===== config.mk =====
export PLATFORM = sky130hd
export DESIGN_NAME = chdr_file_sink
export DESIGN_NICKNAME = d
export VERILOG_FILES = /design/src/rtl/chdr_file_sink.sv
export SDC_FILE = /design/constraint.sdc
export NUM_CORES = 1
export LEC_CHECK = 0
export BUFFER_PORTS_ARGS = -buffer_cell sky130_fd_sc_hd__buf_2
export CORE_ASPECT_RATIO = 0.6
export CORE_MARGIN = 2
export CORE_UTILIZATION = 52
export DETAILED_ROUTE_END_ITERATION = 10
export PLACE_DENSITY = 0.81
export SLEW_MARGIN = 25
export SYNTH_ARGS = -nofsm -noshare
export SYNTH_HDL_FRONTEND = slang
export SYNTH_SLANG_ARGS = --single-unit

===== constraint.sdc =====
create_clock -name clk -period 4.6 [get_ports clk]
set_clock_uncertainty 0.2 [all_clocks]
set_input_delay 0.92 -clock clk [delete_from_list [all_inputs] [get_ports clk]]
set_output_delay 0.92 -clock clk [all_outputs]
set_load 0.03 [all_outputs]

===== src/rtl/chdr_file_sink.sv =====
// CHDR capture sink: parses headers/timestamps, undoes sample-swap and endianness, stores payload words.
// Define CHDR_FILE_SINK_READBACK_EN to add a registered readback port (rb_addr/rb_data) on the word memory.
module chdr_file_sink #(
  parameter logic [7:0] SR_ENABLE            = 8'd0,
  parameter logic [7:0] SR_CLEAR             = 8'd1,
  parameter logic [7:0] SR_SWAP_SAMPLES      = 8'd4,
  parameter logic [7:0] SR_ENDIANNESS        = 8'd5,
  parameter logic [1:0] DEFAULT_SWAP_SAMPLES = 2'd2,
  parameter logic [1:0] DEFAULT_ENDIANNESS   = 2'd2,
  parameter int         FILE_LENGTH          = 65536
) (
  input  logic                              clk,
  input  logic                              reset,
  input  logic                              set_stb,
  input  logic [7:0]                        set_addr,
  input  logic [31:0]                       set_data,
  input  logic [63:0]                       i_tdata,
  input  logic                              i_tlast,
  input  logic                              i_tvalid,
  output logic                              i_tready,
  output logic [15:0]                       pkt_count,
  output logic [$clog2(FILE_LENGTH/8):0]    word_count,
  output logic [31:0]                       last_sid,
  output logic [63:0]                       last_time,
  output logic                              seq_err,
  output logic                              len_err,
  output logic                              overflow
`ifdef CHDR_FILE_SINK_READBACK_EN
  ,
  input  logic [$clog2(FILE_LENGTH/8)-1:0]  rb_addr,
  output logic [63:0]                       rb_data
`endif
);

  localparam int DEPTH = FILE_LENGTH / 8;
  localparam int AW    = $clog2(DEPTH);
  localparam logic [AW:0] FULL_COUNT = (AW+1)'(DEPTH);

  typedef enum logic [1:0] {ST_HEAD, ST_TIME, ST_DATA, ST_DROP} state_t;

  state_t      r_state, w_state_next;
  logic        r_enable;
  logic [1:0]  r_swap, r_endian;
  logic [15:0] r_pkt_count;
  logic [AW:0] r_word_count;
  logic [31:0] r_last_sid;
  logic [63:0] r_last_time;
  logic        r_seq_err, r_len_err, r_overflow;
  logic        r_seq_valid;
  logic [11:0] r_seq_exp;
  logic [16:0] r_exp_beats, r_beats;
  logic [63:0] r_mem [DEPTH];

  logic        w_fire, w_clear, w_hdr, w_done, w_store, w_time_cap, w_len_bad;
  logic        w_full, w_mem_we, w_ovf_hit;
  logic [AW:0] w_wptr;
  logic [16:0] w_beat_cnt;
  logic [63:0] w_swap8, w_swapped, w_final;
  logic        w_unused_set_data;

  // Header fields
  logic        w_h_time, w_h_short;
  logic [11:0] w_h_seq;
  logic [15:0] w_h_len, w_h_hdr_bytes, w_h_payload;
  logic [16:0] w_h_exp;

  assign w_h_time      = i_tdata[61];
  assign w_h_seq       = i_tdata[59:48];
  assign w_h_len       = i_tdata[47:32];
  assign w_h_hdr_bytes = w_h_time ? 16'd16 : 16'd8;
  assign w_h_short     = w_h_len < w_h_hdr_bytes;
  assign w_h_payload   = w_h_len - w_h_hdr_bytes;
  assign w_h_exp       = w_h_short ? 17'd0 : (({1'b0, w_h_payload} + 17'd7) >> 3);

  assign i_tready   = ~reset;
  assign w_fire     = i_tvalid & i_tready;
  assign w_clear    = set_stb & (set_addr == SR_CLEAR);
  assign w_beat_cnt = r_beats + 17'd1;
  assign w_unused_set_data = ^set_data[31:2];

  // A clear retargets the current beat to address 0
  assign w_wptr    = w_clear ? '0 : r_word_count;
  assign w_full    = (w_wptr == FULL_COUNT);
  assign w_mem_we  = w_store & ~w_full;
  assign w_ovf_hit = w_store & w_full;

  genvar gi;
  generate
    for (gi = 0; gi < 4; gi++) begin : g_swap8
      assign w_swap8[gi*16 +: 16] = {i_tdata[gi*16 +: 8], i_tdata[gi*16+8 +: 8]};
    end
  endgenerate

  always_comb begin
    w_swapped = i_tdata;
    case (r_swap)
      2'd1:    w_swapped = w_swap8;
      2'd2:    w_swapped = {i_tdata[47:32], i_tdata[63:48], i_tdata[15:0], i_tdata[31:16]};
      2'd3:    w_swapped = {i_tdata[31:0], i_tdata[63:32]};
      default: w_swapped = i_tdata;
    endcase
  end

  generate
    for (gi = 0; gi < 2; gi++) begin : g_endian
      logic [31:0] w_lane;
      assign w_lane = w_swapped[gi*32 +: 32];
      assign w_final[gi*32 +: 32] =
        (r_endian == 2'd1) ? {w_lane[15:0], w_lane[31:16]} :
        (r_endian == 2'd2) ? {w_lane[7:0], w_lane[15:8], w_lane[23:16], w_lane[31:24]} :
        (r_endian == 2'd3) ? 32'd0 : w_lane;
    end
  endgenerate

  always_ff @(posedge clk) begin
    if (reset) r_state <= ST_HEAD;
    else       r_state <= w_state_next;
  end

  always_comb begin
    w_state_next = r_state;
    w_hdr        = 1'b0;
    w_done       = 1'b0;
    w_store      = 1'b0;
    w_time_cap   = 1'b0;
    w_len_bad    = 1'b0;
    if (w_fire) begin
      case (r_state)
        ST_HEAD: begin
          w_hdr = 1'b1;
          if (i_tlast) begin
            w_done    = 1'b1;
            w_len_bad = w_h_short | (w_h_exp != 17'd0);
          end else begin
            w_len_bad    = w_h_short;
            w_state_next = !r_enable ? ST_DROP : (w_h_time ? ST_TIME : ST_DATA);
          end
        end
        ST_TIME: begin
          w_time_cap = 1'b1;
          if (i_tlast) begin
            w_done       = 1'b1;
            w_len_bad    = (r_exp_beats != 17'd0);
            w_state_next = ST_HEAD;
          end else begin
            w_state_next = ST_DATA;
          end
        end
        ST_DATA: begin
          w_store = 1'b1;
          if (i_tlast) begin
            w_done       = 1'b1;
            w_len_bad    = (w_beat_cnt != r_exp_beats);
            w_state_next = ST_HEAD;
          end else begin
            // Reaching the expected count without tlast is already an error
            w_len_bad = (w_beat_cnt >= r_exp_beats);
          end
        end
        ST_DROP: begin
          if (i_tlast) begin
            w_done       = 1'b1;
            w_state_next = ST_HEAD;
          end
        end
        default: w_state_next = ST_HEAD;
      endcase
    end
  end

  always_ff @(posedge clk) begin
    if (reset) begin
      r_enable     <= 1'b0;
      r_swap       <= DEFAULT_SWAP_SAMPLES;
      r_endian     <= DEFAULT_ENDIANNESS;
      r_pkt_count  <= '0;
      r_word_count <= '0;
      r_last_sid   <= '0;
      r_last_time  <= '0;
      r_seq_err    <= 1'b0;
      r_len_err    <= 1'b0;
      r_overflow   <= 1'b0;
      r_seq_valid  <= 1'b0;
      r_seq_exp    <= '0;
      r_exp_beats  <= '0;
      r_beats      <= '0;
    end else begin
      if (set_stb && set_addr == SR_ENABLE)       r_enable <= set_data[0];
      if (set_stb && set_addr == SR_SWAP_SAMPLES) r_swap   <= set_data[1:0];
      if (set_stb && set_addr == SR_ENDIANNESS)   r_endian <= set_data[1:0];
      if (w_hdr) begin
        r_last_sid  <= i_tdata[31:0];
        r_exp_beats <= w_h_exp;
        r_beats     <= '0;
      end else if (w_store) begin
        r_beats <= w_beat_cnt;
      end
      if (w_time_cap) r_last_time <= i_tdata;
      r_word_count <= w_wptr + {{AW{1'b0}}, w_mem_we};
      r_pkt_count  <= w_clear ? 16'd0 : r_pkt_count + {15'd0, w_done};
      r_len_err    <= ~w_clear & (r_len_err | w_len_bad);
      r_overflow   <= ~w_clear & (r_overflow | w_ovf_hit);
      r_seq_err    <= ~w_clear & (r_seq_err | (w_hdr & r_seq_valid & (w_h_seq != r_seq_exp)));
      if (w_clear) r_seq_valid <= 1'b0;
      if (w_hdr) begin
        r_seq_valid <= 1'b1;
        r_seq_exp   <= w_h_seq + 12'd1;
      end
    end
  end

  always_ff @(posedge clk) begin
    if (w_mem_we) r_mem[w_wptr[AW-1:0]] <= w_final;
  end

`ifdef CHDR_FILE_SINK_READBACK_EN
  logic [63:0] r_rb_data;
  always_ff @(posedge clk) begin
    if (reset) r_rb_data <= '0;
    else       r_rb_data <= r_mem[rb_addr];
  end
  assign rb_data = r_rb_data;
`endif

  assign pkt_count  = r_pkt_count;
  assign word_count = r_word_count;
  assign last_sid   = r_last_sid;
  assign last_time  = r_last_time;
  assign seq_err    = r_seq_err;
  assign len_err    = r_len_err;
  assign overflow   = r_overflow;

endmodule

==> flow_summary.json <==
{
  "yosys_warnings": 0,
  "initialDrtViolationCount": 640,
  "grt_overflow": 0,
  "die_area_um2": 16300,
  "cpPeakStageDelay_ns": 0.56,
  "critPathTopFamily": "simple AND/OR/NAND/NOR gates",
  "fp.dieH_um": 99.6,
  "routed_wl_um": 21100,
  "rsz0062_at_grt": "false",
  "cts_tree": "built",
  "grt_pass1_wl_um": 33900,
  "h-tree-depth": 4,
  "synth_cells": 982,
  "yosysTopAreaCellShare_pct": 44.5,
  "p_comb_share_pct": 11.3,
  "ant_nets": 0,
  "start_util_pct": 54.0,
  "ctsHoldBuffers": 0,
  "p_int_mw": 2.47,
  "tns_ns": 0,
  "startpoint_type": "input pin",
  "drv_cap": 0,
  "hpwl_um": 15200,
  "pre_cts_slack_ns": 0.342,
  "rr_worst_depth": 14,
  "rr_endpoint": "len_err$_SDFF_PP0_",
  "required_ns": 4.71,
  "switching_power_mw": 1.05,
  "finalHoldViolations": 0,
  "ir_drop_uv": 241,
  "coreArea_um2": 14700,
  "io_buffers": 207,
  "clock_path_buffers": 2,
  "drc": 0,
  "leakage_nw": 4.14,
  "place_congestion": 0.881,
  "critPathMaxFanout": 6,
  "r2r_slack_ns": 0.82,
  "hold_path.class": "reg2reg",
  "clock_latency_ns": 0.42,
  "synth_largest_area_cell": "dfxtp_1",
  "via_per_inst": 5.41,
  "grt_max_degree": 96,
  "cts_buffers": 17,
  "min_period_ns": 3.87,
  "max_freq_mhz": 258,
  "cellPowerDensity_nw_per_um2": 362,
  "worstPathArrival_ns": 3.98,
  "setup_viol": 0,
  "slew_viol_final": 0,
  "hold_end": "r_seq_valid$_SDFFE_PP0P_",
  "drive_above_1_share_pct": 23.0,
  "fin_crit_sh_pct": 84.2,
  "vias": 7425,
  "cts-root-buf": "clkbuf_16",
  "ys_seq_area_share_pct": 44.5,
  "clockPowerShare_pct": 42.8,
  "ctsResizeCount": 0,
  "ys_ff_latch": 176,
  "post_drt_wl_per_cell_um": 15.4,
  "synthDistinctLibCells": 56,
  "syn_area_um2": 7930,
  "synthFlopType": "dfxtp_1",
  "clock_sinks": 176,
  "switching_share_pct": 29.8,
  "cts_setup_buffers": 0,
  "die-width_um": 163,
  "status": "complete, no violations",
  "rows": 34,
  "r2r_start": "r_beats[0]$_SDFFE_PP0P_",
  "syn_area_per_cell_um2": 8.07,
  "grt_pass1_vias": 6740,
  "end_kind": "flip-flop",
  "ios": 239,
  "whs_ns": 0.257,
  "synth_edf_count": 0,
  "holdPathStages": 2,
  "relSlewSlack_pct": 37.9,
  "slowest_stage": "or4b_1",
  "hold_path.startpoint": "r_seq_valid$_SDFFE_PP0P_",
  "tightest_slew_ns": 0.932,
  "fin_ws_ns": 0.728,
  "syn-num-nets": 1114,
  "path_cells": "buf_2 > inv_1 > ha_1 > fa_1 > or4b_1 > or2_2 > a222oi_1 > o2111ai_2 > or3_1 > a32o_1",
  "insertedDiodeCount": 0,
  "grt_util_all_layers_pct": 25.9,
  "antenna_found_initial": 0,
  "crit_type": "in2reg",
  "drt_first_pass_iters": 5,
  "area_growth_pct": 22.6,
  "clkSlewWorstSetupHoldPaths_ns": 0.07,
  "async_flop_share_pct": 0,
  "critPathBufInv": 2,
  "synth_area_leaders": "dfxtp_1 44%, nand2_1 11%, o21ai_0 7.9%, xor2_1 4.8%, xnor2_1 3.5%",
  "nets": 1294,
  "seqPwrFrac_pct": 45.9
}
==> registers in the layout (all words and copies together) (netlist names) <==
register     count
r_seq_exp       12
r_state          2
r_seq_valid      1
r_exp_beats     14
last_sid        32
r_beats         17
len_err          1
overflow         1
word_count      14
r_enable         1
last_time       64
pkt_count       16
seq_err          1
==> final cells by class <==
cell class              count  area (um2)
clock buffers              17         425
clock inverters            15         211
fillers                  1278        4960
inverters                  24        91.3
multi-input cells         729        4110
flip-flops and latches    176        3520
well taps                 198         248
repair buffers            214        1100
==> metrics by stage <==
step                util, %  power [mW]  cells  area, um2
floorplan                 -        1.89    982       7930
global placement       61.8        2.03   1341       9070
detailed placement     61.8        2.04   1341       9070
CTS                    66.2        3.55   1373       9710
global route           66.2        3.65   1373       9710
finish                 66.2        3.52   1373       9710
==> cell families (layout without fill, tap and decap cells) <==
family | Yosys count | count (layout) | share of synthesized area (%)
AO/OA/AOI/OAI | 190 | 190 | 13.7
adder cells (fa/ha/maj) | 23 | 23 | 3.73
buffers and inverters | 77 | 270 | 3.74
flip-flops | 176 | 176 | 44.5
AND/OR/NAND/NOR | 437 | 437 | 25.5
multiplexers | 4 | 4 | 0.521
XOR/XNOR | 75 | 75 | 8.29
==> tightest hold or removal path: stages (launching register included) <==
cell and delay (ns):
dfxtp_1 0.32, nand2_1 0.05, nand2_1 0.05
==> synthesized netlist by cell type, drive strengths merged (2+ instances only) <==
master     n
a31oi      3
mux2i      3
inv       24
dfxtp    176
o32ai      2
and3       8
a211oi     2
nand3b     3
ha        22
o31ai      4
and2       8
and3b      2
a32o       3
clkbuf    52
o2111ai    2
o21ai    125
nor4b      3
or3       19
or4        6
xor2      43
nor2      53
nand3     31
xnor2     32
nor3      14
nand4     20
nor2b      5
nor4      15
a31o       6
o22ai      7
nand2    231
a21o       5
a21oi     22
and4       6
or2        8
nand2b     2
==> power by group through the flow <==
stage	combinational (mW)	clock, mW	sequential [mW]
finish	0.399	1.51	1.62
detailed placement	0.391	0	1.65
floorplan	0.178	0	1.72
global route	0.434	1.60	1.62
global placement	0.385	0	1.65
CTS	0.396	1.53	1.62
==> layer usage <==
layer  track usage [%]  wire length [um]
met1              38.6             10400
met2              37.5              8880
met3              6.88              1750
met4              5.45               171
met5                 0                 0
==> worst max-delay path by stage <==
| stage | to | depth (start not counted) | from |
|---|---|---|---|
| after floorplan | r_exp_beats[12]$_SDFFE_PP0P_ | 8 | i_tdata[61] |
| after global placement | r_exp_beats[12]$_SDFFE_PP0P_ | 10 | i_tdata[61] |
| after detailed placement | r_exp_beats[12]$_SDFFE_PP0P_ | 10 | i_tdata[61] |
| after CTS | r_exp_beats[12]$_SDFFE_PP0P_ | 10 | i_tdata[61] |
| after global routing | r_exp_beats[12]$_SDFFE_PP0P_ | 10 | i_tdata[61] |
| final | r_exp_beats[12]$_SDFFE_PP0P_ | 10 | i_tdata[61] |
==> placed cells by master, fill, tap and decap left out, types with 4 or more instances in the layout <==
cell,n
xnor2_1,32
and3_1,8
o21ai_0,125
nor2_1,53
dfxtp_1,176
inv_8,5
nor3_1,14
and4_1,6
buf_2,207
clkinv_8,6
xor2_1,43
nand3_1,31
nand4_1,20
ha_1,22
buf_4,6
a31o_2,6
nor2b_1,5
o31ai_1,4
inv_1,23
nor4_1,15
and2_1,6
or2_2,7
clkbuf_16,17
a21oi_1,22
nand2_1,230
or3_1,19
a21o_1,5
o22ai_1,7
No activity file was read; power rests on OpenSTA's default activity.
